==> src/rtl/dma_pkg.sv <==
// Shared types and helpers for the DMA read-burst controller:
// FSM state encoding, default-derived constants and the burst-length rule.
package dma_pkg;

  typedef enum logic [1:0] {
    ST_IDLE      = 2'd0,
    ST_CALC      = 2'd1,
    ST_REQ       = 2'd2,
    ST_WAIT_DATA = 2'd3
  } state_e;

  localparam int unsigned DEF_DATA_WIDTH = 32;
  localparam int unsigned DEF_BURST_BITS = 4;
  localparam int unsigned BPW            = DEF_DATA_WIDTH / 8;
  localparam int unsigned MAX_BURST      = 2 ** DEF_BURST_BITS;

  function automatic int unsigned bytes_per_word(input int unsigned data_width);
    return data_width / 8;
  endfunction

  function automatic int unsigned max_burst_of(input int unsigned burst_bits);
    return 32'd1 << burst_bits;
  endfunction

  // Smallest of words left, the burst cap and the words before the next boundary.
  function automatic int unsigned burst_len(input int unsigned remaining,
                                            input int unsigned max_burst,
                                            input int unsigned to_boundary);
    int unsigned m;
    m = remaining;
    if (max_burst < m) m = max_burst;
    if (to_boundary < m) m = to_boundary;
    return m;
  endfunction

endpackage

==> src/rtl/dma_credit_counter.sv <==
// Tracks free fifo slots: words are taken when a burst is issued and given
// back one at a time as the consumer pops the fifo.
module dma_credit_counter #(
  parameter int unsigned FIFO_BITS_DEPTH = 8,
  parameter int unsigned AMT_WIDTH       = 5
) (
  input  logic                 i_clk,
  input  logic                 i_rst,
  input  logic                 take,
  input  logic [AMT_WIDTH-1:0] take_amt,
  input  logic                 give,
  input  logic [AMT_WIDTH-1:0] need,
  output logic                 has_space
);

  localparam int unsigned CW = FIFO_BITS_DEPTH + 1;
  localparam logic [CW-1:0] CAPACITY = {1'b1, {FIFO_BITS_DEPTH{1'b0}}};

  logic [CW-1:0] credit_q, credit_d;

  always_comb begin
    credit_d = credit_q;
    if (take) credit_d = credit_d - CW'(take_amt);
    if (give) credit_d = credit_d + CW'(1);
  end

  always_ff @(posedge i_clk) begin
    if (i_rst) credit_q <= CAPACITY;
    else       credit_q <= credit_d;
  end

  assign has_space = 32'(credit_q) >= 32'(need);

endmodule

==> src/rtl/dma_read_burst_ctrl.sv <==
// Splits one (address, length) transfer into capped, boundary-safe read bursts
// and forwards returned words into the read-data fifo without overrunning it.
module dma_read_burst_ctrl
  import dma_pkg::*;
#(
  parameter int unsigned ADDR_WIDTH      = 32,
  parameter int unsigned DATA_WIDTH      = DEF_DATA_WIDTH,
  parameter int unsigned LEN_WIDTH       = 16,
  parameter int unsigned BURST_BITS      = DEF_BURST_BITS,
  parameter int unsigned BOUNDARY_BYTES  = 4096,
  parameter int unsigned FIFO_BITS_DEPTH = 8
) (
  input  logic                  i_clk,
  input  logic                  i_rst,
  input  logic                  cmd_valid,
  output logic                  cmd_ready,
  input  logic [ADDR_WIDTH-1:0] cmd_addr,
  input  logic [LEN_WIDTH-1:0]  cmd_len,
  output logic                  req_valid,
  input  logic                  req_ready,
  output logic [ADDR_WIDTH-1:0] req_addr,
  output logic [BURST_BITS:0]   req_len,
  input  logic                  rsp_valid,
  input  logic [DATA_WIDTH-1:0] rsp_data,
  output logic [DATA_WIDTH-1:0] fifo_din,
  output logic                  fifo_wr_en,
  input  logic                  fifo_rd_en,
  output logic                  busy,
  output logic                  done,
  output logic                  error
);

  localparam int unsigned WORD_BYTES = bytes_per_word(DATA_WIDTH);
  localparam int unsigned BURST_CAP  = max_burst_of(BURST_BITS);
  localparam int unsigned BOUND_BITS = $clog2(BOUNDARY_BYTES);
  localparam int unsigned BLEN_W     = BURST_BITS + 1;
  localparam int unsigned OUT_W      = FIFO_BITS_DEPTH + 1;

  state_e                  state_q, state_d;
  logic [ADDR_WIDTH-1:0]   addr_q, addr_d;
  logic [LEN_WIDTH-1:0]    remaining_q, remaining_d;
  logic [BLEN_W-1:0]       blen_q, blen_d;
  logic [OUT_W-1:0]        outstanding_q, outstanding_d;
  logic                    fifo_wr_en_q, fifo_wr_en_d;
  logic [DATA_WIDTH-1:0]   fifo_din_q, fifo_din_d;
  logic                    done_q, done_d;
  logic                    error_q, error_d;

  logic [31:0]             offset_c, to_boundary_c;
  logic [BLEN_W-1:0]       blen_c;
  logic                    req_hs, rsp_accept, has_space;

  assign req_hs     = (state_q == ST_REQ) && req_ready;
  assign rsp_accept = rsp_valid && (outstanding_q != '0);

  dma_credit_counter #(
    .FIFO_BITS_DEPTH(FIFO_BITS_DEPTH),
    .AMT_WIDTH      (BLEN_W)
  ) u_credit (
    .i_clk    (i_clk),
    .i_rst    (i_rst),
    .take     (req_hs),
    .take_amt (blen_q),
    .give     (fifo_rd_en),
    .need     (blen_c),
    .has_space(has_space)
  );

  // Burst length for the current address; evaluated every cycle so that CALC
  // can keep re-checking credit while it waits for the consumer.
  always_comb begin
    offset_c      = 32'(addr_q[BOUND_BITS-1:0]);
    to_boundary_c = (BOUNDARY_BYTES - offset_c) / WORD_BYTES;
    blen_c        = BLEN_W'(burst_len(32'(remaining_q), BURST_CAP, to_boundary_c));
  end

  // NOTE: every _d starts from a default so no path leaves it unassigned,
  // which would otherwise infer a latch.
  always_comb begin
    state_d       = state_q;
    addr_d        = addr_q;
    remaining_d   = remaining_q;
    blen_d        = blen_q;
    done_d        = 1'b0;
    fifo_wr_en_d  = rsp_accept;
    fifo_din_d    = rsp_data;
    error_d       = error_q | (rsp_valid && (outstanding_q == '0));
    outstanding_d = outstanding_q
                  + (req_hs ? OUT_W'(blen_q) : '0)
                  - (rsp_accept ? OUT_W'(1) : '0);

    unique case (state_q)
      ST_IDLE: begin
        if (cmd_valid) begin
          addr_d      = cmd_addr;
          remaining_d = cmd_len;
          if (cmd_len == '0) done_d  = 1'b1;
          else               state_d = ST_CALC;
        end
      end
      ST_CALC: begin
        blen_d = blen_c;
        if (has_space) state_d = ST_REQ;
      end
      ST_REQ: begin
        if (req_ready) begin
          addr_d      = addr_q + ADDR_WIDTH'(blen_q) * ADDR_WIDTH'(WORD_BYTES);
          remaining_d = remaining_q - LEN_WIDTH'(blen_q);
          state_d     = (remaining_d != '0) ? ST_CALC : ST_WAIT_DATA;
        end
      end
      ST_WAIT_DATA: begin
        if (outstanding_q == '0) begin
          state_d = ST_IDLE;
          done_d  = 1'b1;
        end
      end
      default: state_d = ST_IDLE;
    endcase
  end

  // NOTE: state is updated with non-blocking assignments so every flop samples
  // the pre-edge value of the others, regardless of statement order.
  always_ff @(posedge i_clk) begin
    if (i_rst) begin
      state_q       <= ST_IDLE;
      addr_q        <= '0;
      remaining_q   <= '0;
      blen_q        <= '0;
      outstanding_q <= '0;
      fifo_wr_en_q  <= 1'b0;
      fifo_din_q    <= '0;
      done_q        <= 1'b0;
      error_q       <= 1'b0;
    end else begin
      state_q       <= state_d;
      addr_q        <= addr_d;
      remaining_q   <= remaining_d;
      blen_q        <= blen_d;
      outstanding_q <= outstanding_d;
      fifo_wr_en_q  <= fifo_wr_en_d;
      fifo_din_q    <= fifo_din_d;
      done_q        <= done_d;
      error_q       <= error_d;
    end
  end

  assign cmd_ready  = (state_q == ST_IDLE);
  assign busy       = (state_q != ST_IDLE);
  assign req_valid  = (state_q == ST_REQ);
  assign req_addr   = addr_q;
  assign req_len    = blen_q;
  assign fifo_wr_en = fifo_wr_en_q;
  assign fifo_din   = fifo_din_q;
  assign done       = done_q;
  assign error      = error_q;

endmodule
==> config.mk <==
export PLATFORM = sky130hd
export DESIGN_NAME = dma_read_burst_ctrl
export DESIGN_NICKNAME = d
export VERILOG_FILES = /design/src/rtl/dma_pkg.sv /design/src/rtl/dma_credit_counter.sv /design/src/rtl/dma_read_burst_ctrl.sv
export SDC_FILE = /design/constraint.sdc
export NUM_CORES = 1
export LEC_CHECK = 0
export CORE_UTILIZATION = 40
export CTS_CLUSTER_SIZE = 14
export DETAILED_ROUTE_END_ITERATION = 8
export GPL_ROUTABILITY_DRIVEN = 0
export GPL_TIMING_DRIVEN = 0
export PLACE_DENSITY = 0.7
export SKIP_CTS_REPAIR_TIMING = 1
export SYNTH_ARGS = -nofsm -noshare
export SYNTH_HDL_FRONTEND = slang
export SYNTH_SLANG_ARGS = --single-unit
==> constraint.sdc <==
create_clock -name i_clk -period 4.8 [get_ports i_clk]
set_clock_uncertainty 0.05 [all_clocks]
set_input_delay 1.44 -clock i_clk [delete_from_list [all_inputs] [get_ports i_clk]]
set_output_delay 1.44 -clock i_clk [all_outputs]
set_load 0.01 [all_outputs]
==> results by group <==
Clocking
  – CTS tree: built
  – CTS Buf Count: 9
  – CTS root buffer: clkbuf_16
  – Max Root-Sink Buffers: 2
  – Clk_lat worst skew: 0.36 ns
  – CTS HTree Levels: 3
  – Clk pin slew, worst setup/hold paths: 0.07 ns
  – Clk sinks: 108

Route
  – Routed WL: 20.5 mm
  – Initial drt markers: 677
  – Routed Antenna Nets: 0
  – Post-route DRC: 0
  – Vias per cell: 5.56
  – DR WL/cell: 17.2 µm
  – Via count: 6632
  – First-pass iteration count of the detailed router: 6

Timing
  – Fin crit share: 98.6%
  – Fmax: 211 MHz
  – Final Hold Viols: 0
  – Final setup margin: 0.0678 ns
  – Setup-failing EPs final: 0
  – Rel. slew slack: 17.6%
  – Final max-slew violation count: 0
  – Measured slew at the worst slew-check pin: 1.22 ns
  – Final min period: 4.73 ns
  – RSZ-0062 raised after global routing: true

Worst setup path
  – Max stage delay on crit path: 0.57 ns
  – Crit path max-delay family: simple AND/OR/NAND/NOR gates
  – CP Max Fanout: 3
  – Buffers & Inverters on Critical Path: 1
  – Reg2Reg Setup Slack: 0.07 ns
  – WP data arrival: 4.93 ns
  – WS Path Type: reg2reg
  – Crit end category: flip-flop
  – Crit-path cells: or4_4 > nor3_4 > or2b_4 > nor3_4 > nand2b_1 > nor2_2 > xnor2_1 > ha_1 > a21o_1 > a21oi_2 > o21ai_2 > a21oi_4 > buf_6 > mux2i_4 > ha_4 > a21o_1 > a211oi_2 > o2111a_1 > a2111oi_4 > mux2i_1 > o31ai_1
  – Slowest stage cell, crit path: or4_4
  – Worst Setup Start Kind: flip-flop
  – Critical Path RT: 5.00 ns

Power and ir drop
  – Pwr Density: 683 nW/µm²
  – Worst vdd ir: 0.254 mV
  – Pwr Total: 6.02 mW
  – Static leakage: 3.34 nW

Yosys
  – Synth unique cells: 63
  – Post-synthesis register bit count: 108
  – Post-Syn Instances: 793
  – Post-synth EDFFs: 0
  – Largest area contributor in the netlist: dfxtp_1
  – Top cell type's share of synthesized area: 33.7%
  – Primary FF master, synth: dfxtp_1
  – Async SR Flop Fraction: 0%
  – Syn_area_per_cell: 8.10 µm²
  – Post-synthesis sequential area ratio: 33.7%
  – Cell area after synthesis: 6420 µm²
  – Top cells by area, synth: dfxtp_1, ha_1, nor2_1, nor2b_1, a211oi_1
  – Most instantiated cells after synthesis: dfxtp_1, nor2_1, inv_1, ha_1, nand2_1
  – YS warnings: 0
  – Most frequent cell after synthesis: dfxtp_1

Run
  – Max_cap viols: 0

Finish
  – Final Cell Area: 8800 µm²
  – Utilization after layout: 57.1%
  – Diode count: 0
  – Layout Area Growth over Synthesis: 37.1%
  – Fillers: 1482
  – Nets: 1115
  – Register area: 2170 µm²
  – Fin cells: 1193
  – Multi-input gate area: 4070 µm²
  – Layout cells sized above 1: 5.70%

Min path
  – Worst hold path type: reg2reg

GRT
  – First-pass GRT wire length: 31.4 mm
  – Initial antenna violation count: 0
  – Vias in the first global route: 6102
  – Tot GR Track Use: 24.6%
  – Global route overflow: 0
  – Largest net degree at the start of global routing: 18

Die
  – Ports: 161
  – Die ar.: 16600 µm²
  – Chip Height: 129 µm
  – Site Rows: 45
  – Die width: 129 µm
  – Core footprint: 15400 µm²
  – Initial Util: 41.6%

Placement
  – Pre-CTS setup slack: -0.352 ns
  – Port Buffers: 160
  – DP Area: 8310 µm²
  – DP Cell Count: 1169
  – Dpl hpwl: 15.3 mm

Run status
  – Outcome: finished, final reports clean
-- worst min-delay path, cell delays in order (launching register included) --
cell     delay [ns]
dfxtp_1        0.33
a21oi_1        0.04
nor2_1         0.07
-- metrics by stage --
step,hold slack (ns),TNS (ns)
3_3_place_gp,0.408,-0.535
5_1_grt,0.442,-0.267
6_report,0.424,0
4_1_cts,0.424,-0.708
2_1_floorplan,0.394,0
3_5_place_dp,0.412,-0.805
-- metal layers --
| metal | wire length (µm) | track usage (%) |
|---|---|---|
| met1 | 8600 | 31.4 |
| met4 | 609 | 11.0 |
| met3 | 2030 | 5.86 |
| met2 | 9300 | 39.4 |
| met5 | 0 | 0 |
-- sequential cells by signal, summed over array words and instances, names as in the netlist --
name,count
fifo_din,32
fifo_wr_en,1
remaining_q,16
req_addr,32
u_credit.credit_q,9
outstanding_q,9
error,1
state_q,2
done,1
req_len,5
-- cell type report --
cell class / count / share of cell area, %
repair buffers: 169 / 19.0
clock buffers: 11 / 2.64
plain buffers: 34 / 1.45
clock inverters: 5 / 0.952
multi-input cells: 606 / 46.2
inverters: 49 / 2.09
well taps: 211 / 3.00
flip-flops and latches: 108 / 24.6
-- final timing paths --
path	from	cells after the start	endpoint
setup / recovery	req_addr[0]	21	state_q[1]
hold / removal	error	2	error
setup reg to reg	req_addr[0]	21	state_q[1]
hold reg to reg	error	2	error
-- power breakdown --
| part | internal [mW] | switching [mW] |
|---|---|---|
| sequential | 1.16 | 0.341 |
| clock | 0.460 | 0.359 |
| combinational | 1.64 | 2.06 |
| total | 3.26 | 2.76 |
-- cell families (layout without fill, tap and decap cells) --
family	after synthesis	count (layout)	synth area share, %
simple gates	309	309	24.7
flops	108	108	33.7
mux	15	15	2.38
buf+inv	84	268	4.91
fa+ha+maj	52	52	10.6
xor+xnor	29	29	3.95
other cells	1	6	0.0584
compound gates	195	195	19.8
-- cell usage in the layout, fill, tap and decap left out, types with 6 or more instances in the layout --
cell type        synthesis  final
nand4_1                  6      6
and3_1                  11     11
nor2_1                  88     86
nand3_1                 17     17
xor2_1                   7      6
clkdlybuf4s50_1          0    160
clkbuf_16                0      9
mux2i_1                 13     11
nor3_1                  32     31
and2_1                   7      7
nand2b_1                 9      9
a21oi_1                 46     45
o22ai_1                  7      7
o21a_1                   8      8
xnor2_1                 22     22
buf_4                    0      8
a311oi_1                 8      8
nor4_1                  18     18
nand2_1                 48     47
a31oi_1                 11     11
inv_1                   49     49
ha_1                    48     47
a21o_1                   8      8
conb_1                   1      6
clkbuf_1                32     33
dfxtp_1                108    105
nor2b_1                 47     47
a211oi_1                32     30
o21ai_0                 44     43
No activity file was read; power rests on OpenSTA's default activity.
